$ cat config.mk
export PLATFORM = sky130hd
export DESIGN_NAME = renas_boot_loader
export DESIGN_NICKNAME = d
export VERILOG_FILES = /design/src/rtl/renas_boot_pkg.sv /design/src/rtl/renas_boot_timeout.sv /design/src/rtl/renas_boot_loader.sv
export SDC_FILE = /design/constraint.sdc
export NUM_CORES = 1
export LEC_CHECK = 0
export BUFFER_PORTS_ARGS = -buffer_cell sky130_fd_sc_hd__buf_2
export CORE_AREA = 2 2 136 138
export CTS_CLUSTER_SIZE = 30
export DETAILED_ROUTE_END_ITERATION = 8
export DIE_AREA = 0 0 138 140
export PLACE_DENSITY = 0.51
export SKIP_CTS_REPAIR_TIMING = 1
export SYNTH_ARGS = -nofsm -noshare
export SYNTH_HDL_FRONTEND = slang
export SYNTH_SLANG_ARGS = --single-unit
$ cat constraint.sdc
create_clock -name clk -period 8 [get_ports clk]
set_input_delay 0.4 -clock clk [delete_from_list [all_inputs] [get_ports clk]]
set_output_delay 0.4 -clock clk [all_outputs]
set_load 0.01 [all_outputs]
$ cat src/rtl/renas_boot_pkg.sv
// rtl/renas_boot_pkg.sv - shared state type and default widths for the boot loader
package renas_boot_pkg;

    localparam int DEF_ADDR_W      = 10;
    localparam int DEF_DATA_W      = 32;
    localparam int DEF_TIMEOUT_CYC = 255;

    typedef enum logic [2:0] {
        FETCH = 3'd0,
        LOAD  = 3'd1,
        WRITE = 3'd2,
        DONE  = 3'd3,
        ERROR = 3'd4
    } boot_state_e;

endpackage

$ cat src/rtl/renas_boot_timeout.sv
// rtl/renas_boot_timeout.sv - saturating down-counter that flags the last allowed wait cycle
module renas_boot_timeout
    import renas_boot_pkg::*;
#(
    parameter int LIMIT = DEF_TIMEOUT_CYC
) (
    input  logic clk,
    input  logic rst_n,
    input  logic clear,
    input  logic enable,
    output logic expired
);

    localparam int CNT_W = $clog2(LIMIT + 1);

    logic [CNT_W-1:0] remaining;

    always_ff @(posedge clk or negedge rst_n) begin
        if (!rst_n) begin
            remaining <= CNT_W'(LIMIT);
        end else if (clear) begin
            remaining <= CNT_W'(LIMIT);
        end else if (enable && remaining != '0) begin
            remaining <= remaining - CNT_W'(1);
        end
    end

    // True when the next enabled edge is the LIMIT-th one since the last clear.
    assign expired = (remaining <= CNT_W'(1));

endmodule

$ cat src/rtl/renas_boot_loader.sv
// rtl/renas_boot_loader.sv - copies the boot ROM into instruction memory, then releases the core
module renas_boot_loader
    import renas_boot_pkg::*;
#(
    parameter int ADDR_W      = DEF_ADDR_W,
    parameter int DATA_W      = DEF_DATA_W,
    parameter int PROG_WORDS  = 256,
    parameter int BASE_ADDR   = 0,
    parameter int TIMEOUT_CYC = DEF_TIMEOUT_CYC
) (
    input  logic              clk,
    input  logic              rst_n,
    output logic [ADDR_W-1:0] rom_addr,
    input  logic [DATA_W-1:0] rom_data,
    output logic              mem_req,
    output logic              mem_we,
    output logic [ADDR_W-1:0] mem_addr,
    output logic [DATA_W-1:0] mem_wdata,
    input  logic              mem_ready,
    output logic              cpu_rst_n,
    output logic              boot_done,
    output logic              boot_err,
    output logic [DATA_W-1:0] checksum
);

    // One spare bit so idx can hold PROG_WORDS itself for the final compare.
    localparam int IDX_W = $clog2(PROG_WORDS) + 1;

    boot_state_e      state;
    logic [IDX_W-1:0] idx;
    logic [IDX_W-1:0] idx_next;
    logic             to_expired;

    assign idx_next = idx + IDX_W'(1);

    renas_boot_timeout #(
        .LIMIT(TIMEOUT_CYC)
    ) u_timeout (
        .clk    (clk),
        .rst_n  (rst_n),
        .clear  (state == LOAD),
        .enable (state == WRITE && !mem_ready),
        .expired(to_expired)
    );

    always_ff @(posedge clk or negedge rst_n) begin
        if (!rst_n) begin
            state     <= FETCH;
            idx       <= '0;
            rom_addr  <= '0;
            mem_req   <= 1'b0;
            mem_we    <= 1'b0;
            mem_addr  <= ADDR_W'(BASE_ADDR);
            mem_wdata <= '0;
            cpu_rst_n <= 1'b0;
            boot_done <= 1'b0;
            boot_err  <= 1'b0;
            checksum  <= '0;
        end else begin
            case (state)
                FETCH: begin
                    rom_addr <= ADDR_W'(idx);
                    state    <= LOAD;
                end
                LOAD: begin
                    mem_wdata <= rom_data;
                    mem_addr  <= ADDR_W'(BASE_ADDR) + ADDR_W'(idx);
                    mem_req   <= 1'b1;
                    mem_we    <= 1'b1;
                    state     <= WRITE;
                end
                WRITE: begin
                    // Acceptance wins over a timeout landing on the same edge.
                    if (mem_ready) begin
                        mem_req  <= 1'b0;
                        mem_we   <= 1'b0;
                        checksum <= checksum + mem_wdata;
                        idx      <= idx_next;
                        if (idx_next == IDX_W'(PROG_WORDS)) begin
                            state     <= DONE;
                            cpu_rst_n <= 1'b1;
                            boot_done <= 1'b1;
                        end else begin
                            state <= FETCH;
                        end
                    end else if (to_expired) begin
                        mem_req  <= 1'b0;
                        mem_we   <= 1'b0;
                        boot_err <= 1'b1;
                        state    <= ERROR;
                    end
                end
                default: begin
                end
            endcase
        end
    end

endmodule

# After elaboration in Yosys (flattened, before gate mapping)
# Cells that the tools add are included.
[word_totals]
out_inout_bits = 89
latch_bits = 0
reg_bits = 105
mem_bits_rw = 0
mem_count = 0
romBits = 0
elab_cells = 41
input_bits = 35
[classes]
eq_ne = 4
add_sub_neg = 3
n_div = 0
bitwise = 1
shift = 0
n_reduce_logical = 13
order_cmp = 1
muxes = 9
n_mul = 0
[op_table]
columns = ["op", "count"]
rows = [
  ["$add 32x32->32", 1],
  ["$mux 8", 2],
  ["$add 9x1->9 const B", 1],
  ["$eq 9x9->1 const B", 1],
  ["$pmux 3 s3", 1],
  ["$le 8x1->1 const B", 1],
  ["$reduce_bool 8->1", 1],
  ["$sub 8x1->8 const B", 1],
  ["$mux 3", 2],
  ["$reduce_and 2->1", 3],
  ["$reduce_and 3->1", 2],
  ["$reduce_bool 2->1", 2],
  ["$eq 3x1->1 const B", 1],
  ["$eq 3x2->1 const B", 1],
  ["$logic_not 3->1", 1],
  ["$ne 3x3->1 const B", 1],
  ["$reduce_bool 3->1", 1],
  ["$logic_and 1x1->1", 2],
  ["$mux 1", 2],
  ["$mux 2", 1],
  ["$pmux 1 s2", 1],
  ["$logic_not 1->1", 1],
  ["$not 1->1", 1],
]

# Longest topological paths before layout
[logic_depth]
ltp_word = 5
depth_mapped = 10
depth_no_buf = 10

# Modules after synthesis
# Synthesis repeated with hierarchy kept, for this count alone.
[hier_totals]
hier_cells = 573
area_unflattened_um2 = 6039.5
[by_module_without_submodules]
columns = ["module", "cells_per_inst", "n_inst", "area_per_inst_um2", "seq_area_each_um2"]
rows = [
  ["renas_boot_loader", 523, 1, 5540.3, 2427.3],
  ["renas_boot_timeout", 50, 1, 499.2, 210.2],
]

# Worst setup path before layout
# No wires, ideal clock.
[synth_path]
path_kind = "reg2reg"
from = "reg mem_wdata[0]"
to = "reg checksum[30]"
n_path_buf = 0
t_arrival_ps = 2722
stages_incl_launch_ff = 11
path_slack_ps = 5188
t_required_ps = 7910
period_less_slack_ps = 2812
setup_ps = 90
cell_sequence = "dfrtp_1 > ha_1 > fa_1 > a21o_1 > a221oi_4 > o2bb2ai_2 > a21o_1 > a41oi_2 > a31oi_1 > or4b_1 > o2111ai_1"
[synth_via]
elab_chain_cells = 1
[synth_lines]
columns = ["element", "line", "source"]
rows = [
  ["from (decl)", "renas_boot_loader.sv:18", "output logic [DATA_W-1:0] mem_wdata,"],
  ["from (signal assigned)", "renas_boot_loader.sv:66", "mem_wdata <= rom_data;"],
  ["$add 32x32->32", "renas_boot_loader.sv:77", "checksum <= checksum + mem_wdata;"],
  ["to (signal assigned)", "renas_boot_loader.sv:77", ""],
  ["to (decl)", "renas_boot_loader.sv:23", "output logic [DATA_W-1:0] checksum"],
]
# No other way between the ends.
# A chain may end at the register's enable or synchronous reset.

# Final worst setup path
[layout_path]
from = "reg mem_wdata[0]"
to = "reg checksum[28]"
# The elaborated chain is that of the path after synthesis.

==> impl_table.tex <==
\begin{tabular}{lr}
\hline
Metric & Value \\
\hline
\multicolumn{2}{l}{\textbf{Floorplan}} \\
\quad Full die area & 19,300 um2 \\
\quad DIE HEIGHT & 140 um \\
\quad Initial core utilization & 0.334 \\
\quad Core Region & 17,800 um2 \\
\quad Total I/O pin count & 124 \\
\quad \# rows & 49 \\
\quad Die W & 138 um \\
\multicolumn{2}{l}{\textbf{STA}} \\
\quad Worst Hold Margin & 75.8 ps \\
\quad Worst slew margin relative to its limit & 0.298 \\
\quad Slew at the pin with the worst max-slew slack & 1050 ps \\
\quad Time the worst path needs with I/O delays and setup & 3200 ps \\
\quad Accumulated negative setup slack & 0 ps \\
\quad Final hold violations & 0 \\
\quad Maximum clock skew at final layout & 8.69 ps \\
\quad Final setup slack of the worst path & 4800 ps \\
\quad Fin. max-slew vios & 0 \\
\quad Final cycle utilization of the critical path & 0.400 \\
\quad RSZ-0062 raised after global routing & no \\
\quad \# setup viols final & 0 \\
\quad Maximum clock frequency & 0.312 GHz \\
\multicolumn{2}{l}{\textbf{Yosys}} \\
\quad Most frequent cells after synthesis & sky130\_fd\_sc\_hd\_\_nand2\_1, sky130\_fd\_sc\_hd\_\_dfrtp\_1, sky130\_fd\_sc\_hd\_\_o21ai\_0 \\
\quad Leading post-synthesis cells by cell area & sky130\_fd\_sc\_hd\_\_dfrtp\_1, sky130\_fd\_sc\_hd\_\_nand2\_1, sky130\_fd\_sc\_hd\_\_ha\_1 \\
\quad Most common cell in the synthesized netlist & sky130\_fd\_sc\_hd\_\_nand2\_1 \\
\quad Summed instance area of the synthesized netlist & 5940 um2 \\
\quad Number of synthesized flops with an enable pin & 0 \\
\quad Post-synthesis async set-or-reset flop share & 1.00 \\
\quad Leading area contributor after synthesis & sky130\_fd\_sc\_hd\_\_dfrtp\_1 \\
\quad Share of synthesized area occupied by flip-flops and latches & 0.444 \\
\quad Most instantiated flip-flop cell in the synthesis netlist & sky130\_fd\_sc\_hd\_\_dfrtp\_1 \\
\quad Count of cell types in the netlist & 59 \\
\quad Total number of yosys warnings & 0 \\
\quad Fraction of post-synthesis cell area in the top cell type by area & 0.409 \\
\quad Mean area per synthesized cell & 8.96 um2 \\
\quad Syn Inst Count & 663 \\
\quad Flop and latch count out of synthesis & 105 \\
\multicolumn{2}{l}{\textbf{Routing}} \\
\quad Drt first-iter violations & 237 \\
\quad Post-detailed-routing wire length & 15.0 mm \\
\quad Detailed-route via count & 4,979 \\
\quad Final routed DRC violation total & 0 \\
\quad Post-detailed-route via-to-cell ratio & 5.02 \\
\quad Number of routed nets with antenna violations & 0 \\
\quad Wire length per cell after detailed routing & 15.2 um \\
\quad Drt first pass iters & 5 \\
\multicolumn{2}{l}{\textbf{Finish}} \\
\quad Number of fill cells in the layout & 1,800 \\
\quad Area occupied by multi-input gates & 3120 um2 \\
\quad Flip-flop and latch area & 2640 um2 \\
\quad Net count, final & 830 \\
\quad Share of post-route cells with drive strength above 1 & 0.219 \\
\quad Number of diodes & 0 \\
\quad Relative area change from synthesis to final layout & 17.8\% \\
\quad Fin util & 0.394 \\
\multicolumn{2}{l}{\textbf{Pwr}} \\
\quad Switching share of power & 0.459 \\
\quad Cell Pwr Density & 449 nW/um2 \\
\quad Design Power & 3.14 mW \\
\quad Clock network power share & 0.139 \\
\quad Sequential group share of total power & 0.298 \\
\quad Switch Pwr & 1.44 mW \\
\quad Worst ir drop on vdd & 147 uV \\
\quad Leakage power & 3.61 nW \\
\quad Internal Dissipation & 1.70 mW \\
\quad Relative contribution of combinational cells to total power & 0.563 \\
\multicolumn{2}{l}{\textbf{GRT}} \\
\quad Via count of the first global-routing pass & 4,980 \\
\quad Global-route layer with the greatest usage & met2 \\
\quad First-pass GRT wire length & 25.4 mm \\
\quad GR Overflow Total & 0 \\
\quad Global routing met3 resource utilization & 0.0362 \\
\quad Met1 track demand over resource & 0.203 \\
\quad Largest net degree at the start of global routing & 55 \\
\quad Total routing resource utilization after global routing & 0.159 \\
\quad Initial antenna violation count & 0 \\
\quad Met2 Use GR & 0.269 \\
\multicolumn{2}{l}{\textbf{Placed design}} \\
\quad Quantity of I/O buffers inserted on ports & 121 \\
\quad Routability congestion estimate from global placement & 0.838 \\
\quad Setup WS pre-CTS & 4870 ps \\
\quad Placed wire-length estimate after detailed placement & 10.8 mm \\
\multicolumn{2}{l}{\textbf{Worst setup path}} \\
\quad Data required, critical path & 8220 ps \\
\quad Arrival time at the worst endpoint & 3430 ps \\
\quad Critical-path maximum fanout & 5 \\
\quad Worst setup SP type & register \\
\quad Setup crit end kind & register \\
\quad Crit path largest cell delay & 420 ps \\
\quad Worst Setup Path Type & reg2reg \\
\quad Cell family with most CP delay & compound AO/OA/AOI/OAI gates \\
\quad Count of buffer and inverter cells on the critical path & 0 \\
\quad Critical path cell sequence & ha\_1 -> fa\_1 -> a21o\_1 -> a221oi\_4 -> o2bb2ai\_2 -> a21oi\_1 -> o21ai\_0 -> a221o\_1 -> a221oi\_1 -> a31oi\_1 \\
\quad Slowest cell on the critical path & sky130\_fd\_sc\_hd\_\_fa\_1 \\
\multicolumn{2}{l}{\textbf{Clock tree}} \\
\quad Clock root buffer & sky130\_fd\_sc\_hd\_\_clkbuf\_16 \\
\quad Clock Pin Slew Worst Setup and Hold Paths & 80 ps \\
\quad H-Tree Level Count & 3 \\
\quad Clk\_lat worst skew & 360 ps \\
\quad Number of CTS-inserted buffers & 9 \\
\quad Maximum buffer depth of the clock tree & 2 \\
\quad CTS tree & done \\
\quad Clock sink count & 105 \\
\multicolumn{2}{l}{\textbf{Flow run}} \\
\quad Max cap viols & 0 \\
\multicolumn{2}{l}{\textbf{Hold path}} \\
\quad Hold/Removal Path Class & in2async \\
\multicolumn{2}{l}{\textbf{Run status}} \\
\quad Outcome & finished clean \\
\hline
\end{tabular}
==> stage by stage <==
stage,std cells,instance area (um2)
after global routing,992,7000
final,992,7000
after CTS,992,7000
after detailed placement,976,6720
after global placement,976,6720
after floorplan,664,5950
==> layout by cell type (no fill, tap or decap), types with 2 or more instances in the layout <==
cell type / instances
sky130_fd_sc_hd__clkbuf_16: 9
sky130_fd_sc_hd__clkinvlp_4: 4
sky130_fd_sc_hd__dfrtp_1: 97
sky130_fd_sc_hd__nor2_1: 21
sky130_fd_sc_hd__a221o_1: 4
sky130_fd_sc_hd__nand3_1: 9
sky130_fd_sc_hd__buf_4: 4
sky130_fd_sc_hd__inv_8: 2
sky130_fd_sc_hd__nand2b_1: 3
sky130_fd_sc_hd__inv_1: 10
sky130_fd_sc_hd__o21ai_0: 43
sky130_fd_sc_hd__o21a_1: 5
sky130_fd_sc_hd__a21o_1: 28
sky130_fd_sc_hd__dfstp_2: 8
sky130_fd_sc_hd__nor3_1: 12
sky130_fd_sc_hd__o21ai_1: 2
sky130_fd_sc_hd__a31oi_1: 7
sky130_fd_sc_hd__xnor2_1: 30
sky130_fd_sc_hd__buf_2: 120
sky130_fd_sc_hd__o2111ai_1: 2
sky130_fd_sc_hd__nand2_1: 189
sky130_fd_sc_hd__nand4b_1: 3
sky130_fd_sc_hd__mux2_2: 9
sky130_fd_sc_hd__a2111oi_0: 3
sky130_fd_sc_hd__and2_1: 3
sky130_fd_sc_hd__a211oi_1: 2
sky130_fd_sc_hd__conb_1: 2
sky130_fd_sc_hd__a21oi_1: 30
sky130_fd_sc_hd__and3_1: 8
sky130_fd_sc_hd__nor2b_1: 4
sky130_fd_sc_hd__o31ai_1: 2
sky130_fd_sc_hd__xor2_1: 14
sky130_fd_sc_hd__o211ai_1: 3
sky130_fd_sc_hd__o21bai_1: 3
sky130_fd_sc_hd__nand4_1: 5
sky130_fd_sc_hd__ha_1: 36
==> per-layer routing <==
layer | wire length (um) | share of wire | up-vias
li1 | - | - | 2459
met1 | 6920 | 0.46 | 2377
met2 | 7200 | 0.48 | 126
met3 | 644 | 0.043 | 17
met4 | 272 | 0.018 | 0
met5 | 0 | 0 | -
==> cell families (layout without fill, tap and decap cells) <==
kind of cell	count (synthesis)	after routing	share of synthesized area
other cells	1	2	0.000631
xor+xnor	44	44	0.0649
compound gates	146	146	0.162
flops	105	105	0.444
simple gates	269	269	0.195
fa+ha+maj	37	37	0.0792
buf+inv	51	150	0.0352
mux	10	10	0.0187
==> flip-flops by register name, indices dropped and copies added (netlist names) <==
signal / count
state: 3
mem_addr: 9
checksum: 32
boot_err: 1
idx: 9
rom_addr: 9
boot_done: 1
mem_wdata: 32
u_timeout.remaining: 8
mem_we: 1
==> final cells by class <==
| cell class | count | area share |
|---|---|---|
| Multi-Input combinational cell | 508 | 0.446 |
| Sequential cell | 105 | 0.377 |
| Timing Repair Buffer | 124 | 0.0901 |
| Tap cell | 229 | 0.0409 |
| Clock buffer | 9 | 0.0322 |
| Clock inverter | 7 | 0.00876 |
| Inverter | 10 | 0.00536 |
==> power groups by stage <==
stage / Clock [mW] / Sequential (mW) / Combinational [mW]
finish: 0.438 / 0.936 / 1.77
detailed placement: 0 / 0.949 / 1.77
CTS: 0.457 / 0.940 / 1.78
global placement: 0 / 0.937 / 1.76
floorplan: 0 / 0.972 / 1.23
global route: 0.478 / 0.973 / 1.99
==> final timing paths <==
| kind | from | to | slack [ps] | depth (start not counted) |
|---|---|---|---|---|
| setup / recovery | mem_wdata[0] | checksum[28] | 4800 | 10 |
| max in group asynchronous | rst_n | checksum[10] | 6710 | 2 |
| hold reg to reg | mem_addr[0] | mem_addr[0] | 470 | 2 |
| setup reg to reg | mem_wdata[0] | checksum[28] | 4800 | 10 |
| min in group clk | rom_data[2] | mem_wdata[2] | 230 | 3 |
| hold / removal | rst_n | mem_wdata[12] | 80 | 1 |
Power figures use the tool's default switching activity.
